$ cat config.mk
export PLATFORM = sky130hd
export DESIGN_NAME = div_request_sequencer
export DESIGN_NICKNAME = d
export VERILOG_FILES = /design/src/rtl/div_request_sequencer.sv
export SDC_FILE = /design/constraint.sdc
export NUM_CORES = 1
export LEC_CHECK = 0
export ABC_CLOCK_PERIOD_IN_PS = 3400
export BUFFER_PORTS_ARGS = -buffer_cell sky130_fd_sc_hd__buf_2
export CAP_MARGIN = 20
export CORE_MARGIN = 3
export CORE_UTILIZATION = 55
export CTS_CLUSTER_DIAMETER = 80
export DETAILED_ROUTE_END_ITERATION = 7
export PLACE_DENSITY = 0.86
export RECOVER_POWER = 50
export SETUP_SLACK_MARGIN = 0.2
export SYNTH_ARGS = -nofsm -noshare
export SYNTH_HDL_FRONTEND = slang
export SYNTH_SLANG_ARGS = --single-unit
$ cat constraint.sdc
create_clock -name clk -period 3.4 [get_ports clk]
set_clock_uncertainty 0.15 [all_clocks]
set_input_delay 0.51 -clock clk [delete_from_list [all_inputs] [get_ports clk]]
set_output_delay 0.51 -clock clk [all_outputs]
set_load 0.01 [all_outputs]
$ cat src/rtl/div_request_sequencer.sv
// -----------------------------------------------------------------------------
// div_request_sequencer
//
// Front/back-end stage for the 8-bit non-restoring divider. Division requests
// are taken on a valid/ready port and queued in a small FIFO. One operation at
// a time is handed to the divider through its start/ready handshake, and the
// result is returned with the request tag on a valid/ready response port.
// Divide-by-zero is answered locally and never reaches the divider. A divider
// that never raises div_ready is abandoned after TIMEOUT cycles.
//
// Parameters
//   DEPTH    request FIFO depth (power of 2, >= 2)
//   TAG_W    width of the opaque request tag
//   TIMEOUT  cycles allowed in WAIT_DONE before the operation is aborted
//
// Ports
//   clk, reset                 rising-edge clock, synchronous active-high reset
//   req_valid/req_ready        request handshake (req_ready = FIFO not full)
//   req_dividend/req_divisor   unsigned 8-bit operands
//   req_tag                    tag echoed on the response
//   rsp_valid/rsp_ready        response handshake, rsp_valid held until taken
//   rsp_quotient/rsp_remainder result (FF/dividend on dbz, 0/0 on timeout)
//   rsp_tag                    tag of the answered request
//   rsp_dbz, rsp_timeout       status flags
//   div_start                  one-cycle start pulse to the divider
//   div_dividend/div_divisor   operands, stable from ISSUE through WAIT_DONE
//   div_quotient/div_remainder divider result, valid while div_ready is high
//   div_ready                  divider done level
//   busy                       FSM not in IDLE
//   fifo_count                 current FIFO occupancy
// -----------------------------------------------------------------------------
module div_request_sequencer #(
  parameter int DEPTH   = 4,
  parameter int TAG_W   = 4,
  parameter int TIMEOUT = 32
) (
  input  logic                   clk,
  input  logic                   reset,
  input  logic                   req_valid,
  output logic                   req_ready,
  input  logic [7:0]             req_dividend,
  input  logic [7:0]             req_divisor,
  input  logic [TAG_W-1:0]       req_tag,
  output logic                   rsp_valid,
  input  logic                   rsp_ready,
  output logic [7:0]             rsp_quotient,
  output logic [7:0]             rsp_remainder,
  output logic [TAG_W-1:0]       rsp_tag,
  output logic                   rsp_dbz,
  output logic                   rsp_timeout,
  output logic                   div_start,
  output logic [7:0]             div_dividend,
  output logic [7:0]             div_divisor,
  input  logic [7:0]             div_quotient,
  input  logic [7:0]             div_remainder,
  input  logic                   div_ready,
  output logic                   busy,
  output logic [$clog2(DEPTH):0] fifo_count
);

  localparam int PTR_W = $clog2(DEPTH);
  localparam int CNT_W = PTR_W + 1;
  localparam int TO_W  = $clog2(TIMEOUT + 1);

  typedef enum logic [2:0] {
    S_IDLE,
    S_ISSUE,
    S_WAIT_CLR,
    S_WAIT_DONE,
    S_RESP
  } state_t;

  // FIFO storage, one array per field
  logic [7:0]       fifo_dividend_q [DEPTH];
  logic [7:0]       fifo_divisor_q  [DEPTH];
  logic [TAG_W-1:0] fifo_tag_q      [DEPTH];

  logic [PTR_W-1:0] wr_ptr_q, wr_ptr_d;
  logic [PTR_W-1:0] rd_ptr_q, rd_ptr_d;
  logic [CNT_W-1:0] count_q, count_d;

  state_t           state_q, state_d;
  logic [7:0]       op_dividend_q, op_dividend_d;
  logic [7:0]       op_divisor_q, op_divisor_d;
  logic [TO_W-1:0]  to_cnt_q, to_cnt_d;
  logic [TO_W-1:0]  to_cnt_inc;

  logic             rsp_valid_q, rsp_valid_d;
  logic [7:0]       rsp_quotient_q, rsp_quotient_d;
  logic [7:0]       rsp_remainder_q, rsp_remainder_d;
  logic [TAG_W-1:0] rsp_tag_q, rsp_tag_d;
  logic             rsp_dbz_q, rsp_dbz_d;
  logic             rsp_timeout_q, rsp_timeout_d;

  logic             push;
  logic             pop;
  logic             fifo_empty;
  logic [7:0]       head_dividend;
  logic [7:0]       head_divisor;
  logic [TAG_W-1:0] head_tag;

  assign req_ready     = (count_q != CNT_W'(DEPTH));
  assign fifo_empty    = (count_q == '0);
  assign push          = req_valid && req_ready;
  assign head_dividend = fifo_dividend_q[rd_ptr_q];
  assign head_divisor  = fifo_divisor_q[rd_ptr_q];
  assign head_tag      = fifo_tag_q[rd_ptr_q];
  assign to_cnt_inc    = to_cnt_q + TO_W'(1);

  // FIFO payload write; the storage itself needs no reset because only
  // entries below the occupancy count are ever read.
  always_ff @(posedge clk) begin
    if (push) begin
      fifo_dividend_q[wr_ptr_q] <= req_dividend;
      fifo_divisor_q[wr_ptr_q]  <= req_divisor;
      fifo_tag_q[wr_ptr_q]      <= req_tag;
    end
  end

  // Next-state logic for the sequencer FSM, the operand/response registers
  // and the FIFO pointers. Every _d starts as a copy of its _q so that only
  // the fields a state actually changes need to be written.
  always_comb begin
    state_d         = state_q;
    op_dividend_d   = op_dividend_q;
    op_divisor_d    = op_divisor_q;
    to_cnt_d        = to_cnt_q;
    rsp_valid_d     = rsp_valid_q;
    rsp_quotient_d  = rsp_quotient_q;
    rsp_remainder_d = rsp_remainder_q;
    rsp_tag_d       = rsp_tag_q;
    rsp_dbz_d       = rsp_dbz_q;
    rsp_timeout_d   = rsp_timeout_q;
    pop             = 1'b0;

    unique case (state_q)
      S_IDLE: begin
        if (!fifo_empty && !rsp_valid_q) begin
          pop           = 1'b1;
          op_dividend_d = head_dividend;
          op_divisor_d  = head_divisor;
          rsp_tag_d     = head_tag;
          rsp_dbz_d     = 1'b0;
          rsp_timeout_d = 1'b0;
          // A zero divisor is answered here without touching the divider.
          if (head_divisor == 8'd0) begin
            rsp_quotient_d  = 8'hFF;
            rsp_remainder_d = head_dividend;
            rsp_dbz_d       = 1'b1;
            rsp_valid_d     = 1'b1;
            state_d         = S_RESP;
          end else begin
            state_d = S_ISSUE;
          end
        end
      end

      S_ISSUE: begin
        state_d = S_WAIT_CLR;
      end

      // The divider still shows its previous done level here, so div_ready
      // is deliberately not looked at in this state.
      S_WAIT_CLR: begin
        to_cnt_d = '0;
        state_d  = S_WAIT_DONE;
      end

      S_WAIT_DONE: begin
        if (div_ready) begin
          rsp_quotient_d  = div_quotient;
          rsp_remainder_d = div_remainder;
          rsp_dbz_d       = 1'b0;
          rsp_timeout_d   = 1'b0;
          rsp_valid_d     = 1'b1;
          state_d         = S_RESP;
        end else begin
          to_cnt_d = to_cnt_inc;
          // Leaving on the cycle the count hits TIMEOUT puts rsp_valid up
          // exactly TIMEOUT cycles after WAIT_DONE was entered.
          if (to_cnt_inc == TO_W'(TIMEOUT)) begin
            rsp_quotient_d  = 8'd0;
            rsp_remainder_d = 8'd0;
            rsp_timeout_d   = 1'b1;
            rsp_valid_d     = 1'b1;
            state_d         = S_RESP;
          end
        end
      end

      S_RESP: begin
        if (rsp_ready) begin
          rsp_valid_d = 1'b0;
          state_d     = S_IDLE;
        end
      end

      default: begin
        state_d = S_IDLE;
      end
    endcase

    wr_ptr_d = push ? wr_ptr_q + PTR_W'(1) : wr_ptr_q;
    rd_ptr_d = pop  ? rd_ptr_q + PTR_W'(1) : rd_ptr_q;

    unique case ({push, pop})
      2'b10:   count_d = count_q + CNT_W'(1);
      2'b01:   count_d = count_q - CNT_W'(1);
      default: count_d = count_q;
    endcase
  end

  // State register. Reset wins over everything, so an operation caught in
  // flight is dropped and whatever the divider returns later is ignored.
  always_ff @(posedge clk) begin
    if (reset) begin
      state_q         <= S_IDLE;
      wr_ptr_q        <= '0;
      rd_ptr_q        <= '0;
      count_q         <= '0;
      op_dividend_q   <= '0;
      op_divisor_q    <= '0;
      to_cnt_q        <= '0;
      rsp_valid_q     <= 1'b0;
      rsp_quotient_q  <= '0;
      rsp_remainder_q <= '0;
      rsp_tag_q       <= '0;
      rsp_dbz_q       <= 1'b0;
      rsp_timeout_q   <= 1'b0;
    end else begin
      state_q         <= state_d;
      wr_ptr_q        <= wr_ptr_d;
      rd_ptr_q        <= rd_ptr_d;
      count_q         <= count_d;
      op_dividend_q   <= op_dividend_d;
      op_divisor_q    <= op_divisor_d;
      to_cnt_q        <= to_cnt_d;
      rsp_valid_q     <= rsp_valid_d;
      rsp_quotient_q  <= rsp_quotient_d;
      rsp_remainder_q <= rsp_remainder_d;
      rsp_tag_q       <= rsp_tag_d;
      rsp_dbz_q       <= rsp_dbz_d;
      rsp_timeout_q   <= rsp_timeout_d;
    end
  end

  assign rsp_valid     = rsp_valid_q;
  assign rsp_quotient  = rsp_quotient_q;
  assign rsp_remainder = rsp_remainder_q;
  assign rsp_tag       = rsp_tag_q;
  assign rsp_dbz       = rsp_dbz_q;
  assign rsp_timeout   = rsp_timeout_q;
  assign div_start     = (state_q == S_ISSUE);
  assign div_dividend  = op_dividend_q;
  assign div_divisor   = op_divisor_q;
  assign busy          = (state_q != S_IDLE);
  assign fifo_count    = count_q;

endmodule

==> Word level (Yosys, flattened, before mapping) <==
Memory sizes are Yosys's and may differ from the RTL's. A register that Yosys moved wholly into a read port is not among the register bits.
Cells that the tools add are included.
{ "op_classes": {"n_reduce_logical": 19, "n_mux": 39, "n_addsub": 5, "eq_ne": 14} }
{ "ops": {"columns": ["operator", "n"], "rows": [
  ["$mux W8", 7],
  ["$pmux W8 S2", 2],
  ["$mux W3", 5],
  ["$pmux W3 S5", 1],
  ["$mux W1", 14],
  ["$pmux W6 S2", 1],
  ["$ne A2 B2 Y1 const B", 5],
  ["$reduce_and A3 Y1", 3],
  ["$logic_not A8 Y1", 1],
  ["$mux W2", 4],
  ["$add A6 B1 Y6 const B", 1],
  ["$eq A3 B2 Y1 const B", 2],
  ["$eq A6 B6 Y1 const B", 1],
  ["$logic_not A3 Y1", 2],
  ["$mux W6", 1],
  ["$ne A3 B3 Y1 const B", 2],
  ["$pmux W3 S2", 1],
  ["$reduce_bool A2 Y1", 3],
  ["$reduce_bool A3 Y1", 2],
  ["$reduce_and A5 Y1", 1],
  ["$add A2 B1 Y2 const B", 2],
  ["$pmux W1 S2", 2],
  ["$reduce_and A2 Y1", 2],
  ["$reduce_and A4 Y1", 1],
  ["9 further kinds", 11]
]} }
{ "word_totals": {"out_inout_bits": 45, "ramBits": 80, "in_bits": 41, "n_memories": 3, "elab_cells": 92, "register_bits": 51} }
{ "mem_list": {"columns": ["memory", "depth", "width", "rd", "rd_clocked_by_memory_dff", "write_ports", "line_no", "text"], "rows": [
  ["fifo_dividend_q", 4, 8, 1, 1, 1, "74", "logic [7:0] fifo_dividend_q [DEPTH];"],
  ["fifo_divisor_q", 4, 8, 1, 1, 1, "75", "logic [7:0] fifo_divisor_q [DEPTH];"],
  ["fifo_tag_q", 4, 4, 1, 1, 1, "76", "logic [TAG_W-1:0] fifo_tag_q [DEPTH];"]
]} }

==> Logic depth before layout (Yosys ltp) <==
{ "logic_depth": {"ltp_word": 7, "ltp_mapped": 12, "depth_no_buf": 10} }

==> Worst setup path before layout <==
No wires, ideal clock.
{ "synth_path": {"kind": "register to register", "startpoint": "reg state_q[2]", "endpoint": "reg count_q[2], in the netlist fifo_count[2]", "setup_slack_ns": 0.387, "n_path_buf": 3, "t_arrival_ns": 2.792, "period_less_slack_ns": 3.013, "path_stages_with_launch": 13, "path_cell_list": "dfxtp_1 buf_6 or3_4 or3_1 buf_6 clkinv_8 clkbuf_1 ha_1 inv_1 fa_1 xor2_1 or3_1 a21oi_1"} }
{ "synth_via": {"elab_chain_cells": 4, "word_cells_on_any_way": 6, "classes_between": "2 x eq/ne; 2 x mux; 2 x reduce/logical"} }
{ "synth_lines": {"columns": ["item", "line_no", "text"], "rows": [
  ["start, declared", "82", "state_t state_q, state_d;"],
  ["start signal, assigned", "231", "state_q <= state_d;"],
  ["$logic_not A3 Y1 *", "136", "unique case (state_q)"],
  ["$mux W1 *", "136", null],
  ["named net pop", "96", "logic pop;"],
  ["$eq A2 B1 Y1 or $eq A2 B2 Y1 (tied branches)", "206", "unique case ({push, pop})"],
  ["$pmux W3 S2 or $reduce_bool A2 Y1 (tied branches)", null, null],
  ["end signal, assigned", "234", "count_q <= count_d;"],
  ["end, declared", "80", "logic [CNT_W-1:0] count_q, count_d;"]
]} }
Mark *: on every way through the listed nets, which the timed path passes. The rest lies on a longest branch.
A chain may end at the register's enable or synchronous reset.

==> Final worst setup path <==
{ "layout_path": {"startpoint": "reg state_q[0]", "endpoint": "reg count_q[2], in the netlist fifo_count[2]"} }
{ "layout_via": {"elab_chain_cells": 4, "word_cells_on_any_way": 6, "classes_between": "2 x eq/ne; 2 x mux; 2 x reduce/logical"} }
{ "layout_lines": {"columns": ["item", "line_no"], "rows": [
  ["$logic_not A3 Y1 *", "136"],
  ["$mux W1 *", "136"],
  ["$eq A2 B1 Y1 or $eq A2 B2 Y1 (tied branches)", "206"],
  ["$pmux W3 S2 or $reduce_bool A2 Y1 (tied branches)", null]
]} }
Mark *: on every way between the ends. The rest lies on a longest branch, timed or not.

==> out/results.env <==
WORSTREG2REGSTART='state_q[0]$_SDFFE_PP0P_'
CLK_TRANSITION_REPORTED_PATHS_NS=0.06
SYNTH_FF_TYPE='sky130_fd_sc_hd__edfxtp_1'
POWER.COMBINATIONAL.FRACTION_PCT=24.3
BUFFERS_ON_PORTS=85
SYNTH_AREA_UM2=5530
POWER.SHARE.SEQUENTIAL_PCT=42.7
CTS.SINKS=137
MAX_CLOCK_FREQ_MHz=342
SYNTH.DISTINCT_CELLS=45
DETAIL_ROUTE.VIAS_PER_CELL=5.68
CLK_ROOT_BUFFER_CELL='sky130_fd_sc_hd__clkbuf_8'
CRITICAL_PATH_FANOUTS_MAX=27
NUM-NETS-FINAL=552
GRT_START_MAX_NET_PINS=36
STARTPOINT='state_q[0]$_SDFFE_PP0P_'
ASYNC_SET_OR_RESET_REGISTER_RATIO_AFTER_SYNTHESIS_PCT=0
FINALCOREUTILIZATION_PCT=68.4
YOSYS_WARNINGS=0
TIMING.MAX_CAP.VIOLATIONS=0
REG2REG_DEPTH=9
CTS.HTREE.LEVELS=4
TIMING.CRITICAL_PATH.TO_TYPE='flip-flop'
GRT_FIRST_PASS_WIRELENGTH_UM=19600
P_SWITCHING_mW=1.71
POSTCTSHOLDBUFS=0
INITIALDRTVIOLATIONCOUNT=299
CORE_AREA_UM2=9500
TRACK_USAGE_PCT=22.8
INITIAL_CORE_UTIL_PCT=58.2
POWER.STATIC_LEAKAGE_nW=2.23
FINAL_CRITICAL_PATH_SHARE_OF_THE_CLOCK_PERIOD_PCT=85.9
DETAILROUTE.VIA_COUNT=3667
YOSYS_REGISTER_BITS=137
INTERNAL_POWER_mW=3.66
SYNTH_NETS=469
IRDROPWORSTVDD_uV=481
SWSHARE_PCT=31.9
CP-ENDPOINT='fifo_count[2]$_SDFFE_PP0P_'
WL_PER_CELL_UM=18.8
POSTROUTEANTENNANETS=0
TIMING_WORST_SLEW_PIN_VALUE_NS=1.23
MAX-SLEW-MARGIN-REL_PCT=17.7
INSERTION_DELAY_NS=0.51
POST_CTS_GATE_RESIZE_COUNT=0
SETUP_REPAIR_AFTER_GLOBAL_ROUTING_MISSED_ITS_MARGIN='false'
FP.DIEH_UM=106
SETUP_REPAIR_BUFS_AFTER_CTS=0
ANTENNA_FOUND_INITIAL=0
CRITICAL_PATH_CLASS='reg2reg'
CLOCK_TREE.BUFFER_DEPTH=2
MIN_DELAY_PATH_CLASS='in2reg'
DPL.HPWL_UM=7780
ROUTE.FINAL.WIRE_LENGTH_UM=12200
HOLD_WS_NS=0.0996
CRIT_PATH_START_KIND='flip-flop'
PLACE_WS_NS=0.508
PERIOD_MINUS_SLACK_NS=2.92
LAYOUT-DRIVE-GT1-SHARE_PCT=17.2
RR_ENDPOINT='fifo_count[2]$_SDFFE_PP0P_'
FINALSETUPVIOLATIONS=0
SEQ_AREA_FRAC_SYNTH_PCT=64.1
FINAL.SETUP.WORST_SLACK_NS=0.480
DIE_AREA_UM2=11300
CHIPWIDTH_UM=106
CTS_TREE='yes'
ACCUMULATED_NEGATIVE_SETUP_SLACK_NS=0
DRC_ERRORS=0
ANTENNA_CELLS=0
EDFF_COUNT_SYNTH=80
FIRST_GLOBAL_VIAS=3723
SYN_AREA_PER_CELL_UM2=13.1
PORTS=86
PLACE_CONGESTION=0.815
OUTCOME='complete, no violations'
AREA_GROWTH_PCT=17.6
DR.PASS1.ITERS=5
GRT_OVERFLOW_TOTAL=0
REG2REG_SETUP_SLACK_NS=0.48
PWR_DENSITY_CELL_nW_PER_UM2=827
TRITONCTS.NUM_BUFFERS=17
MOST_COMMON_CELL_AFTER_LAYOUT_FILL_AND_TAPS_ASIDE='sky130_fd_sc_hd__edfxtp_1'
SYNTH_CELLS=421
ARRIVAL_TIME_REPORTED_FOR_THE_CRITICAL_PATH_ENDPOINT_NS=3.20
NUMBER_OF_SLEW_LIMIT_VIOLATIONS_IN_THE_FINAL_REPORT=0
MOST-COMMON-LAYOUT-CELLS='80 x sky130_fd_sc_hd__edfxtp_1, 60 x sky130_fd_sc_hd__clkbuf_1, 57 x sky130_fd_sc_hd__nand2_1, 57 x sky130_fd_sc_hd__dfxtp_1, 45 x sky130_fd_sc_hd__a21oi_1'
PLACEMENTROWS=35
WORSTPATHREQUIRED_NS=3.68
POWER_FRAC_CLOCK_PCT=33.0
TIMING.FINAL.HOLD_VIOLATIONS=0
==> logic make-up after synthesis <==
family,synth area share (%)
flops,64.1
xor+xnor,0.792
compound gates,9.14
simple gates,10.8
fa+ha+maj,1.72
mux,9.78
buf+inv,3.67
==> sequential cells by signal, indices dropped and copies added, names as in the netlist, 4 cells and up, named ones only <==
signal / flops
fifo_dividend_q: 32
fifo_divisor_q: 32
fifo_tag_q: 16
div_dividend: 8
div_divisor: 8
rsp_quotient: 8
rsp_remainder: 8
to_cnt_q: 6
rsp_tag: 4
==> critical path: stages (launching register included) <==
cell                       delay [ns]
sky130_fd_sc_hd__dfxtp_1         0.41
sky130_fd_sc_hd__or3_4           0.43
sky130_fd_sc_hd__or3_1           0.44
sky130_fd_sc_hd__clkinv_8        0.17
sky130_fd_sc_hd__ha_1            0.20
sky130_fd_sc_hd__inv_1           0.06
sky130_fd_sc_hd__fa_1            0.37
sky130_fd_sc_hd__xor2_1          0.15
sky130_fd_sc_hd__or3_1           0.30
sky130_fd_sc_hd__a21oi_1         0.16
==> per-layer routing <==
| metal | up-vias | GRT usage, % | share of wire (%) |
|---|---|---|---|
| met1 | 1804 | 28.7 | 42 |
| met5 | - | 0 | 0 |
| met3 | 10 | 5.95 | 6.5 |
| met2 | 141 | 38.8 | 51 |
| li1 | 1712 | - | - |
| met4 | 0 | 7.03 | 1.0 |
==> cells in the mapped netlist (5+ instances only) <==
cell	n	area, um2
sky130_fd_sc_hd__edfxtp_1	80	2400
sky130_fd_sc_hd__dfxtp_1	57	1140
sky130_fd_sc_hd__nand2_1	57	214
sky130_fd_sc_hd__a21oi_1	45	225
sky130_fd_sc_hd__mux4_2	20	450
sky130_fd_sc_hd__nor2_1	19	71.3
sky130_fd_sc_hd__nand2b_1	17	106
sky130_fd_sc_hd__clkbuf_1	16	60.1
sky130_fd_sc_hd__o21a_1	10	75.1
sky130_fd_sc_hd__mux2i_1	9	90.1
sky130_fd_sc_hd__nor3_1	9	45.0
sky130_fd_sc_hd__o31ai_1	8	60.1
sky130_fd_sc_hd__inv_1	7	26.3
sky130_fd_sc_hd__ha_1	6	75.1
sky130_fd_sc_hd__o21ai_0	5	25.0
==> how the worst min path moves through the flow <==
stage	from	end	slack [ns]	cells after the start
floorplan	to_cnt_q[5]$_SDFFE_PP0P_	to_cnt_q[5]$_SDFFE_PP0P_	0.31	1
global placement	div_dividend[7]$_SDFFE_PP0P_	div_dividend[7]$_SDFFE_PP0P_	0.29	2
detailed placement	rsp_quotient[0]$_SDFFE_PP0P_	rsp_quotient[0]$_SDFFE_PP0P_	0.30	1
CTS	req_dividend[3]	fifo_dividend_q[0][3]$_DFFE_PP_	0.04	1
global route	req_dividend[2]	fifo_dividend_q[1][2]$_DFFE_PP_	0.13	1
finish	req_dividend[2]	fifo_dividend_q[1][2]$_DFFE_PP_	0.1	1
==> power by group through the flow <==
| stage | clock network [mW] | registers, mW | logic (mW) |
|---|---|---|---|
| 6_report | 1.77 | 2.29 | 1.31 |
| 5_1_grt | 1.87 | 2.33 | 1.45 |
| 3_5_place_dp | 0 | 2.31 | 1.34 |
| 2_1_floorplan | 0 | 2.31 | 0.904 |
| 3_3_place_gp | 0 | 2.29 | 1.28 |
| 4_1_cts | 1.79 | 2.29 | 1.36 |
==> through the flow <==
stage	cells	area [um2]	power (mW)
6_report	646	6500	5.37
5_1_grt	646	6500	5.65
3_3_place_gp	614	6000	3.57
2_1_floorplan	421	5530	3.22
4_1_cts	646	6580	5.44
3_5_place_dp	614	6000	3.65
==> final cells by class <==
cell class / instances / area (um2)
tap: 129 / 161
clock inverter: 13 / 145
clock buffer: 19 / 432
inverter: 8 / 42.5
multi-input combinational: 249 / 1780
sequential: 137 / 3540
fill: 687 / 3000
timing repair buffer: 91 / 394
Power figures use the tool's default switching activity.
